==> config.mk <==
export PLATFORM = sky130hd
export DESIGN_NAME = branch_redirect_ctrl_flat
export DESIGN_NICKNAME = d
export VERILOG_FILES = /design/src/rtl/branch_redirect_ctrl_if.sv /design/src/rtl/branch_redirect_ctrl.sv /design/src/flat_wrapper.sv
export SDC_FILE = /design/constraint.sdc
export NUM_CORES = 1
export LEC_CHECK = 0
export BUFFER_PORTS_ARGS = -buffer_cell sky130_fd_sc_hd__buf_4
export CORE_MARGIN = 1.5
export CORE_UTILIZATION = 54
export CTS_CLUSTER_SIZE = 10
export DETAILED_ROUTE_END_ITERATION = 10
export PLACE_DENSITY = 0.9
export SYNTH_ARGS = -nofsm -noshare
export SYNTH_HDL_FRONTEND = slang
export SYNTH_SLANG_ARGS = --single-unit
==> constraint.sdc <==
create_clock -name clk -period 6.05 [get_ports clk]
set_input_delay 0.3025 -clock clk [delete_from_list [all_inputs] [get_ports clk]]
set_output_delay 0.3025 -clock clk [all_outputs]
set_load 0.05 [all_outputs]
==> src/rtl/branch_redirect_ctrl_if.sv <==
// Branch redirect controller bundle: resolution/hazard inputs, PC/flush controls,
// statistics and a debug view of the FSM state.
interface branch_redirect_ctrl_if #(
    parameter int N            = 64,
    parameter int FLUSH_STAGES = 3,
    parameter int CNT_W        = 16
);
    logic                    resolve_valid;
    logic                    PCSrc_W;
    logic [N-1:0]            target_W;
    logic                    stall_req;
    logic                    imem_busy;
    logic                    pc_load;
    logic [N-1:0]            pc_target;
    logic                    pc_hold;
    logic [FLUSH_STAGES-1:0] flush;
    logic                    redirect_pending;
    logic                    err;
    logic [CNT_W-1:0]        branch_count;
    logic [CNT_W-1:0]        taken_count;
    logic                    fsm_state;  // 0 = RUN, 1 = WAIT_IMEM

    // Handshake: no valid/ready pair here. resolve_valid qualifies PCSrc_W and
    // target_W for one cycle; imem_busy=1 blocks pc_load for as long as it stays high.
    modport master (
        output resolve_valid, PCSrc_W, target_W, stall_req, imem_busy,
        input  pc_load, pc_target, pc_hold, flush, redirect_pending, err,
               branch_count, taken_count, fsm_state
    );
    modport slave (
        input  resolve_valid, PCSrc_W, target_W, stall_req, imem_busy,
        output pc_load, pc_target, pc_hold, flush, redirect_pending, err,
               branch_count, taken_count, fsm_state
    );
endinterface

==> src/rtl/branch_redirect_ctrl.sv <==
// Turns resolved taken branches into PC-load/hold and per-stage flush controls,
// deferring the redirect while a fetch is outstanding; keeps branch statistics.
module branch_redirect_ctrl #(
    parameter int N            = 64,
    parameter int FLUSH_STAGES = 3,
    parameter int CNT_W        = 16
) (
    input  logic                  clk,
    input  logic                  reset,
    branch_redirect_ctrl_if.slave bus
);
    typedef enum logic {RUN = 1'b0, WAIT_IMEM = 1'b1} state_t;

    localparam logic [FLUSH_STAGES-1:0] FLUSH_IFID = FLUSH_STAGES'(1);
    localparam logic [FLUSH_STAGES-1:0] FLUSH_IDEX = FLUSH_STAGES'(2);
    localparam logic [FLUSH_STAGES-1:0] FLUSH_ALL  = '1;

    state_t                  state_q, state_d;
    logic [N-1:0]            target_q, target_d;
    logic                    err_q, err_d;
    logic [CNT_W-1:0]        branch_q, branch_d;
    logic [CNT_W-1:0]        taken_q, taken_d;

    logic                    pc_load, pc_hold, pending;
    logic [FLUSH_STAGES-1:0] flush;
    logic [N-1:0]            load_tgt;

    always_comb begin
        state_d  = state_q;
        target_d = target_q;
        err_d    = err_q;
        branch_d = branch_q;
        taken_d  = taken_q;
        pc_load  = 1'b0;
        pc_hold  = 1'b0;
        pending  = 1'b0;
        flush    = '0;
        load_tgt = target_q;
        case (state_q)
            RUN: begin
                if (bus.resolve_valid) begin
                    if (branch_q != '1) branch_d = branch_q + CNT_W'(1);
                    if (bus.PCSrc_W && taken_q != '1) taken_d = taken_q + CNT_W'(1);
                end
                // The resolving branch is older than the load-use pair, so it wins.
                if (bus.resolve_valid && bus.PCSrc_W) begin
                    flush = FLUSH_ALL;
                    if (!bus.imem_busy) begin
                        pc_load  = 1'b1;
                        load_tgt = bus.target_W;
                    end else begin
                        target_d = bus.target_W;
                        pc_hold  = 1'b1;
                        state_d  = WAIT_IMEM;
                    end
                end else if (bus.stall_req) begin
                    pc_hold = 1'b1;
                    flush   = FLUSH_IDEX;
                end
            end
            WAIT_IMEM: begin
                pending = 1'b1;
                // Discard whatever stale fetch lands in IF/ID while we wait.
                flush   = FLUSH_IFID;
                if (bus.resolve_valid) err_d = 1'b1;
                if (!bus.imem_busy) begin
                    pc_load = 1'b1;
                    state_d = RUN;
                end else begin
                    pc_hold = 1'b1;
                end
            end
            default: state_d = RUN;
        endcase
    end

    always_ff @(posedge clk or posedge reset) begin
        if (reset) begin
            state_q  <= RUN;
            target_q <= '0;
            err_q    <= 1'b0;
            branch_q <= '0;
            taken_q  <= '0;
        end else begin
            state_q  <= state_d;
            target_q <= target_d;
            err_q    <= err_d;
            branch_q <= branch_d;
            taken_q  <= taken_d;
        end
    end

    // Controls are forced quiet during reset even if the inputs are active.
    assign bus.pc_load          = pc_load & ~reset;
    assign bus.pc_hold          = pc_hold & ~reset;
    assign bus.redirect_pending = pending & ~reset;
    assign bus.flush            = reset ? '0 : flush;
    assign bus.pc_target        = reset ? '0 : load_tgt;
    assign bus.err              = err_q;
    assign bus.branch_count     = branch_q;
    assign bus.taken_count      = taken_q;
    assign bus.fsm_state        = (state_q == WAIT_IMEM);
endmodule
==> src/flat_wrapper.sv <==
// flat-port wrapper written by rule: the top's interface ports become plain ports
module branch_redirect_ctrl_flat 
#(
    parameter int N            = 64,
    parameter int FLUSH_STAGES = 3,
    parameter int CNT_W        = 16
)
  (clk, reset, bus_resolve_valid, bus_PCSrc_W, bus_target_W, bus_stall_req, bus_imem_busy, bus_pc_load, bus_pc_target, bus_pc_hold, bus_flush, bus_redirect_pending, bus_err, bus_branch_count, bus_taken_count, bus_fsm_state);
  branch_redirect_ctrl_if #(.N(N), .FLUSH_STAGES(FLUSH_STAGES), .CNT_W(CNT_W)) bus_i ();
  input  logic clk;
  input  logic reset;
  input wire logic [$bits(bus_i.resolve_valid)-1:0] bus_resolve_valid;
  input wire logic [$bits(bus_i.PCSrc_W)-1:0] bus_PCSrc_W;
  input wire logic [$bits(bus_i.target_W)-1:0] bus_target_W;
  input wire logic [$bits(bus_i.stall_req)-1:0] bus_stall_req;
  input wire logic [$bits(bus_i.imem_busy)-1:0] bus_imem_busy;
  output wire logic [$bits(bus_i.pc_load)-1:0] bus_pc_load;
  output wire logic [$bits(bus_i.pc_target)-1:0] bus_pc_target;
  output wire logic [$bits(bus_i.pc_hold)-1:0] bus_pc_hold;
  output wire logic [$bits(bus_i.flush)-1:0] bus_flush;
  output wire logic [$bits(bus_i.redirect_pending)-1:0] bus_redirect_pending;
  output wire logic [$bits(bus_i.err)-1:0] bus_err;
  output wire logic [$bits(bus_i.branch_count)-1:0] bus_branch_count;
  output wire logic [$bits(bus_i.taken_count)-1:0] bus_taken_count;
  output wire logic [$bits(bus_i.fsm_state)-1:0] bus_fsm_state;
  assign bus_i.resolve_valid = bus_resolve_valid;
  assign bus_i.PCSrc_W = bus_PCSrc_W;
  assign bus_i.target_W = bus_target_W;
  assign bus_i.stall_req = bus_stall_req;
  assign bus_i.imem_busy = bus_imem_busy;
  assign bus_pc_load = bus_i.pc_load;
  assign bus_pc_target = bus_i.pc_target;
  assign bus_pc_hold = bus_i.pc_hold;
  assign bus_flush = bus_i.flush;
  assign bus_redirect_pending = bus_i.redirect_pending;
  assign bus_err = bus_i.err;
  assign bus_branch_count = bus_i.branch_count;
  assign bus_taken_count = bus_i.taken_count;
  assign bus_fsm_state = bus_i.fsm_state;
  branch_redirect_ctrl #(.N(N), .FLUSH_STAGES(FLUSH_STAGES), .CNT_W(CNT_W)) u_core (.clk(clk), .reset(reset), .bus(bus_i));
endmodule
======== Yosys cells after proc, flatten, opt, wreduce, memory -nomap -nowiden ========
Index checks and enable logic that the tools add are counted.
operators by class
  add/subtract/negate cells ............... 2
  equal/unequal tests ..................... 2
  muxes and demuxes ....................... 18
  bitwise logic cells ..................... 5
  reduce and logical (&&, ||, !) cells .... 6
operators by type and width
  cell                                                             count
  64-bit 2-to-1 mux                                                4
  16-bit by 1-bit adder with 16-bit output, second input constant  2
  16-bit inequality test, second input constant                    2
  3-bit AND reduction                                              3
  1-bit 2-to-1 mux                                                 7
  3-bit 2-to-1 mux                                                 2
  1-bit one-hot mux with 2 select lines                            3
  3-bit one-hot mux with 2 select lines                            1
  1-bit AND                                                        3
  1-bit logical AND                                                2
  2-bit 2-to-1 mux                                                 1
  1-bit inverter                                                   2
  2-bit AND reduction                                              1
word-level totals
  register bits ........................... 98
  input port bits ......................... 70
  logic and storage cells ................. 38

======== Logic depth before layout (Yosys ltp) ========
Gate-level depths: netlist (run 1).
  depth after elaboration ................. 4
  depth in mapped cells ................... 6
  depth with buffers taken out ............ 5

======== Worst setup path before layout (run 1) ========
OpenSTA, ideal clock, no wires.
  path kind ............................... register -> output
  start point ............................. register u_core.state_q, in the netlist u_core.bus.fsm_state
  end point ............................... output bus_pc_hold
  arrival ................................. 2.286 ns
  path slack .............................. 3.461 ns
  cell stages (with the launch flop) ...... 4
  cells stage by stage .................... dfrtp_1 -> nand3b_1 -> a21oi_1 -> o22a_1
between the ends
  cells in the longest elaborated chain, start to end .. 3
ends and longest elaborated chain
  item                                       RTL line                    source
  start: declaration                         branch_redirect_ctrl.sv:18  state_t state_q, state_d;
  start signal: assignment                   branch_redirect_ctrl.sv:85  state_q <= state_d;
  1-bit inverter                             branch_redirect_ctrl.sv:39  case (state_q)
  1-bit one-hot mux with 2 select lines (*)  branch_redirect_ctrl.sv:39
  1-bit AND (*)                              branch_redirect_ctrl.sv:95  assign bus.pc_hold = pc_hold & ~reset;
  end: declaration                           flat_wrapper.sv:19          output wire logic [$bits(bus_i.pc_hold)-1:0] bus_pc_hold;
Every way passes the cells marked *; elsewhere a longest branch is shown, timed or not.

======== Worst setup path after layout (run 1) ========
  start point ............................. register u_core.state_q, in the netlist u_core.bus.fsm_state
  end point ............................... output bus_pc_target[41]
between the ends
  cells in the longest elaborated chain, start to end .. 2
ends and longest elaborated chain
  item               RTL line                    source
  64-bit 2-to-1 mux  branch_redirect_ctrl.sv:39
  64-bit 2-to-1 mux  branch_redirect_ctrl.sv:98  assign bus.pc_target = reset ? '0 : load_tgt;
  end: declaration   flat_wrapper.sv:18          output wire logic [$bits(bus_i.pc_target)-1:0] bus_pc_target;
No other way between the ends.

==> results of run 1 <==
==> power by group through the flow <==
stage	clock network (uW)	registers, uW	logic [uW]
after global placement	0	886	822
after global routing	437	906	899
after floorplan	0	1010	458
final	402	890	844
after detailed placement	0	896	846
after CTS	411	886	846
==> logic make-up (layout without fill, tap and decap cells) <==
family,Yosys count,in the layout,share of synthesized area
muxes,68,68,0.1531
and+or+nand+nor,208,208,0.1911
DFF,98,98,0.4904
xor gates and xnor gates,21,21,0.03828
buffers and inverters,31,196,0.02802
adders and majority gates,2,2,0.005003
AOI/OAI and AO/OA,89,89,0.09407
==> synth_stat cells, drive strengths merged <==
| library cell | number | area [um2] |
|---|---|---|
| nand2 | 143 | 539.3 |
| dfrtp | 98 | 2452 |
| a21oi | 74 | 370.4 |
| mux2 | 68 | 765.7 |
| buf | 19 | 95.09 |
| nand4 | 11 | 68.82 |
| xnor2 | 11 | 103.9 |
| xor2 | 10 | 87.58 |
| nor3 | 9 | 50.05 |
| clkbuf | 8 | 30.03 |
| nand3 | 8 | 50.05 |
| nor2 | 8 | 32.54 |
| nor4 | 7 | 50.05 |
| o21ai | 6 | 30.02 |
| and3 | 4 | 30.03 |
| inv | 4 | 15.01 |
| nand2b | 3 | 21.27 |
| a31oi | 2 | 12.51 |
| and2 | 2 | 12.51 |
| ha | 2 | 25.02 |
| nor2b | 2 | 12.51 |
| o311ai | 2 | 17.52 |
| or2 | 2 | 12.51 |
| or4 | 2 | 18.77 |
| a211oi | 1 | 7.510 |
| a21o | 1 | 7.510 |
| and2b | 1 | 7.510 |
| and3b | 1 | 8.760 |
| and4 | 1 | 8.760 |
| and4b | 1 | 10.01 |
| nand3b | 1 | 7.510 |
| nor4b | 1 | 8.760 |
| o2111ai | 1 | 8.760 |
| o21a | 1 | 7.510 |
| o22a | 1 | 8.760 |
| or3 | 1 | 6.260 |
==> flip-flops by register name, summed over array words and instances (netlist names) <==
signal                   count
u_core.target_q             64
u_core.bus.branch_count     16
u_core.bus.taken_count      16
u_core.bus.err               1
u_core.bus.fsm_state         1
==> worst min path at each step <==
stage	end	slack (ps)	cells past startpoint
finish	u_core.target_q[28]	160	2
global route	u_core.target_q[15]	150	2
CTS	u_core.target_q[28]	150	2
detailed placement	u_core.bus.err	460	1
global placement	u_core.bus.err	460	1
floorplan	u_core.bus.err	420	1
==> area by class of cell <==
type,instances,area [um2],area share
multi-input combinational,388,2416,0.3699
tap,108,135.1,0.02069
clock buffer,11,151.4,0.02318
clock inverter,5,37.54,0.005747
sequential,98,2452,0.3755
inverter,4,17.52,0.002682
timing repair buffer,176,1321,0.2023
==> per-stage QoR <==
step,util,cell area (um2),setup slack [ps]
global route,0.7381,6531,2898
global placement,0.7168,6342,3586
finish,0.7381,6531,3096
floorplan,-,5001,2810
detailed placement,0.7168,6342,3498
CTS,0.7381,6531,3105
==> per-layer routing <==
layer | vias up | global-route usage | wire length [um]
met4 | 0 | 0.07042 | 159
met2 | 185 | 0.4410 | 6365
met1 | 2164 | 0.3385 | 5104
li1 | 2101 | - | -
met5 | - | 0 | 0
met3 | 14 | 0.06606 | 1058
==> worst register-to-register path: cells and delay by family, from the launching register on <==
family                 cells  cell delay (ps)
multiplexers               1              440
flip-flops                 1              480
AND/OR/NAND/NOR            2              370
buffers and inverters      1              640
==> impl_results.md, run 1 <==
* DR DRC count at 0
* Most frequent cells in the layout: buf_4, nand2_1, dfrtp_1, a21oi_1, mux2_2
* Max rail drop VDD at 376.5 uV
* P&R area growth vs syn at 30.60%
* CP Max Fanout at 64
* Cell count after synthesis at 517
* # diodes at 0
* Worst reg2reg path startpoint: u_core.bus.fsm_state
* Core area at 8848 um2
* Number of global-route vias before repair at 4318
* Setup Fix Bufs, Post-CTS at 0
* Commonest non-fill, non-tap cell in the layout: buf_4
* # H-tree levels at 3
* Num rows at 34
* Min Tclk post-route at 2954 ps
* Setup skew after layout at 11.47 ps
* Final ANT Viol Nets at 0
* Fmax at 338.5 MHz
* Mapped Nets at 589
* Worst reg2reg endpoint: u_core.target_q[46]
* Worst-path cell chain: and3b_1 -> nand2b_2 -> nand2_1 -> a21oi_1 -> buf_4
* Yosys warns at 0
* Gr ovfl total at 0
* Clk sink count at 98
* GP Congestion at 0.9209
* Delay of the slowest cell on the worst path at 860 ps
* Finished Layout Cells at 790
* CP Data Arrival Time at 2650 ps
* Status: finished, final reports clean
* Share of layout cells above drive strength 1 at 0.3724
* Area of the die at 9848 um2
* Detailed-route via count at 4464
* Synth cell types at 47
* First-pass GRT wire length at 20.83 mm
* Cell depth of the worst setup path at 5
* Switching share of power at 0.4159
* Max Slew Vio Count at 0
* Worst reg-to-reg setup slack at 4020 ps
* Critical path launch point type: register
* Critical path's top delay family: simple AND/OR/NAND/NOR gates
* Wire per inst at 16.06 um
* Worst Setup SP: u_core.bus.fsm_state
* Port Buffer Count at 173
* Hold_sp: bus_target_W[28]
* Post-Synthesis Cell Area at 5001 um2
* Syn Area/Cell at 9.673 um2
* Vias per cell at 5.651
* Initial Utilization at 0.5652
* Comb pwr share at 0.395
* Worst-Margin Slew at 1243 ps
* Critical path's slowest cell: nand2b_2
* Initial antenna violation count at 0
* Pwr Density at 327.0 nW/um2
* CTS tree: done
* Reg power frac at 0.417
* Largest net degree at the start of global routing at 72
* Horiz. Die Dim at 99.24 um
* CP endpoint: bus_pc_target[41]
* Fin nets at 749
* Post-CTS sizing at 0
* Internal power at 1248 uW
* Post-synthesis sequential area ratio at 0.4904
* CTS max path bufs at 2
* Drt total wl at 12.69 mm
* Pre-Repair DR Iteration Count at 4
* Hold_buf cts at 0
* MaxCap Viol Count at 0
* Filler cells at 638
* Slew HR at 0.1716
* P_leak at 0.003116 uW
* Clk_lat worst skew at 360 ps
* Final hold viol count at 0
* RSZ-0062 raised after global routing: false
* Initial detailed-routing violation count at 216
* Total power at 2136 uW
* Final Hold Slack at 162.7 ps
* I/O pins at 174
* Total GRT Usage at 0.2614
* Die height at 99.24 um
* WS Path Type: register to primary output
* Tcrit/Tclk final at 0.4883
* Cell count after placement at 774
* Clk network pwr share at 0.188
* CP Capture Type: primary output
* Buf/Inv on CP at 1
* Setup TNS at 0 ps
* Post-synthesis register bit count at 98
* Num CTS Buffers at 9
* R2R cell count at 4
* Final setup vio count at 0
* NetSw at 888.3 uW
* CP Data Required Time at 5750 ps
* Reg clk slew, reported paths at 100 ps
* DP HPWL at 8.930 mm
* Clock root cell: clkbuf_8
* Hold crit path type: primary input to register
Power figures use the tool's default switching activity.
==> inputs of run 2 (changes only) <==
CORE_UTILIZATION = 50   (was 54)
PLACE_DENSITY = 0.85   (was 0.9)
clock period = 2.8 ns   (was 6.05 ns; I/O delays follow)
==> run 2 against run 1 <==
Net effect:
- final area is 2.5% higher
- die area rose by 7.8%
- register-to-register slack worse by 3000 ps
- total power rose by 130%
- cell count up 3.8%
- count of clock-buffer cells in the layout is the same
- sequential cell count unchanged
- combinational power grew 120%
- sequential share of layout area down 0.90 points
- clock skew down 2.3 ps
- setup slack got worse by 2600 ps
- critical endpoint is now bus_pc_target[43]
==> impl_results.md, run 2 (same netlist as run 1, synthesis figures left out) <==
* Min Tclk post-route at 2325 ps
* Final Hold Slack at 16.96 ps (-145.7 ps)
* P&R area growth vs syn at 33.80%
* Final hold viol count at 0 (unchanged)
* Total power at 4853 uW (+130%)
* Max Slew Vio Count at 0 (unchanged)
* Core area at 9729 um2 (+10%)
* Horiz. Die Dim at 103.0 um (+3.8%)
* Worst-Margin Slew at 728.7 ps (-513.8 ps)
* Vias per cell at 5.426 (-4.0%)
* Area of the die at 10610 um2 (+7.8%)
* Largest register by flop count: u_core.target_q
* Max reg flops at 64 (unchanged)
* Clk sink count at 98 (unchanged)
* Setup TNS at 0 ps (unchanged)
* MaxCap Viol Count at 0 (unchanged)
* DP HPWL at 9.108 mm (+2.0%)
* Placed cell area at 6430 um2 (+1.4%)
* Gr ovfl total at 0 (unchanged)
* Num rows at 36 (+5.9%)
* Initial antenna violation count at 0 (unchanged)
* Fmax at 430.1 MHz
* I/O pins at 174 (unchanged)
* Initial Utilization at 0.5140 (-0.05117)
* Final ANT Viol Nets at 0 (unchanged)
* WS Path Type: register to primary output
* Hold crit path type: primary input to register
* Detailed-route via count at 4449 (-0.34%)
* Commonest non-fill, non-tap cell in the layout: buf_4
* Fin area at 6691 um2 (+2.5%)
* Number of global-route vias before repair at 4187 (-3.0%)
* Status: finished, final reports clean
* Pwr Density at 725.2 nW/um2 (+120%)
* CP Data Required Time at 2660 ps (-3090 ps)
* Clk_lat worst skew at 350 ps (about the same)
* CP Capture Type: primary output
* Tcrit/Tclk final at 0.8304
* Clock root cell: clkbuf_8
* Share of layout cells above drive strength 1 at 0.3755 (+0.003112)
* Final worst slack at 474.8 ps (-2621 ps)
* Wire per inst at 15.45 um (-3.8%)
* CP Max Fanout at 31 (-52%)
* # H-tree levels at 3 (unchanged)
* Num CTS Buffers at 9 (unchanged)
* Fin nets at 754 (+0.67%)
* Most frequent cells in the layout: buf_4, nand2_1, dfrtp_1, a21oi_1, mux2_2
* Max rail drop VDD at 658.3 uV (+75%)
* Largest net degree at the start of global routing at 72 (unchanged)
* Die height at 103.0 um (+3.8%)
* CTS tree: done
* Reg clk slew, reported paths at 90 ps (about the same)
* Total GRT Usage at 0.2402 (-0.02121)
* Worst slack, placed at 884.5 ps (-2614 ps)
* Drt total wl at 12.67 mm (-0.13%)
* DR DRC count at 0 (unchanged)
* GP Congestion at 0.9171 (-0.41%)
* Pre-Repair DR Iteration Count at 4 (unchanged)
* P_leak at 0.003182 uW (+2.1%)
* Setup skew after layout at 9.211 ps (-2.263 ps)
* First-pass GRT wire length at 20.09 mm (-3.5%)
* Port Buffer Count at 173 (unchanged)
* Critical path launch point type: register
* # diodes at 0 (unchanged)
* Final setup vio count at 0 (unchanged)
* RSZ-0062 raised after global routing: false
* Initial detailed-routing violation count at 164 (-24%)
* CP Data Arrival Time at 2190 ps (-460 ps)
* Slew HR at 0.5142 (+0.3425)
* CTS max path bufs at 2 (unchanged)
## run 2: changes by cell type in the layout (fill, tap and decap cells not counted)
cell           previous run  this run
inv_4                     1         0
inv_6                     1         0
clkinv_4                  1         0
buf_4                   176       178
clkinvlp_4                2         1
dlygate4sd3_1             0         1
bufinv_16                 0         3
clkinv_2                  1         2
buf_12                    0         2
## run 2: path summary, 6_finish.rpt
kind / from / end / slack, ps / depth (start not counted)
max in group asynchronous: reset / u_core.target_q[2] / 1980 / 3
worst max-delay path: u_core.bus.fsm_state / bus_pc_target[43] / 470 / 6
worst max register to register: u_core.bus.fsm_state / u_core.bus.taken_count[11] / 1000 / 4
worst min-delay path: bus_target_W[6] / u_core.target_q[6] / 20 / 2
min in group asynchronous: reset / u_core.target_q[9] / 120 / 2
worst min register to register: u_core.bus.branch_count[15] / u_core.bus.branch_count[15] / 500 / 1
## run 2: routing by layer
layer,up-vias,GRT usage,wire [um]
met1,2162,0.3082,5352
met4,0,0.06965,140
li1,2117,-,-
met3,14,0.03932,745
met5,-,0,0
met2,156,0.4205,6433
## run 2: metrics by stage
stage / instances / util
final: 820 / 0.6878
after global routing: 820 / 0.6878
after CTS: 820 / 0.6878
after detailed placement: 803 / 0.6609
after global placement: 803 / 0.6609
after floorplan: 517 / -
## run 2: where the power goes
part	internal (uW)	switching (uW)
clock network	640	469
logic	635	1190
registers	1690	227
total	2970	1890
## run 2: final cells by class
| cell class | count | area, um2 |
|---|---|---|
| fillers | 748 | 3038 |
| flip-flops and latches | 98 | 2452 |
| multi-input cells | 388 | 2416 |
| repair buffers | 181 | 1386 |
| well taps | 133 | 166.4 |
| clock buffers | 11 | 151.4 |
| clock inverters | 5 | 100.1 |
| inverters | 4 | 18.77 |
## run 2: worst max-delay path: stages (launching register included)
cell	delay (ps)
dfrtp_1	470
nand3b_1	340
nor2_4	150
buf_4	330
nand2_1	100
a21oi_1	200
buf_4	240
## run 2: timing repair
action	CTS	global route
endpoints found under the hold margin	1	0
setup buffers	0	0
gates resized for setup	0	0
hold buffers	1	0
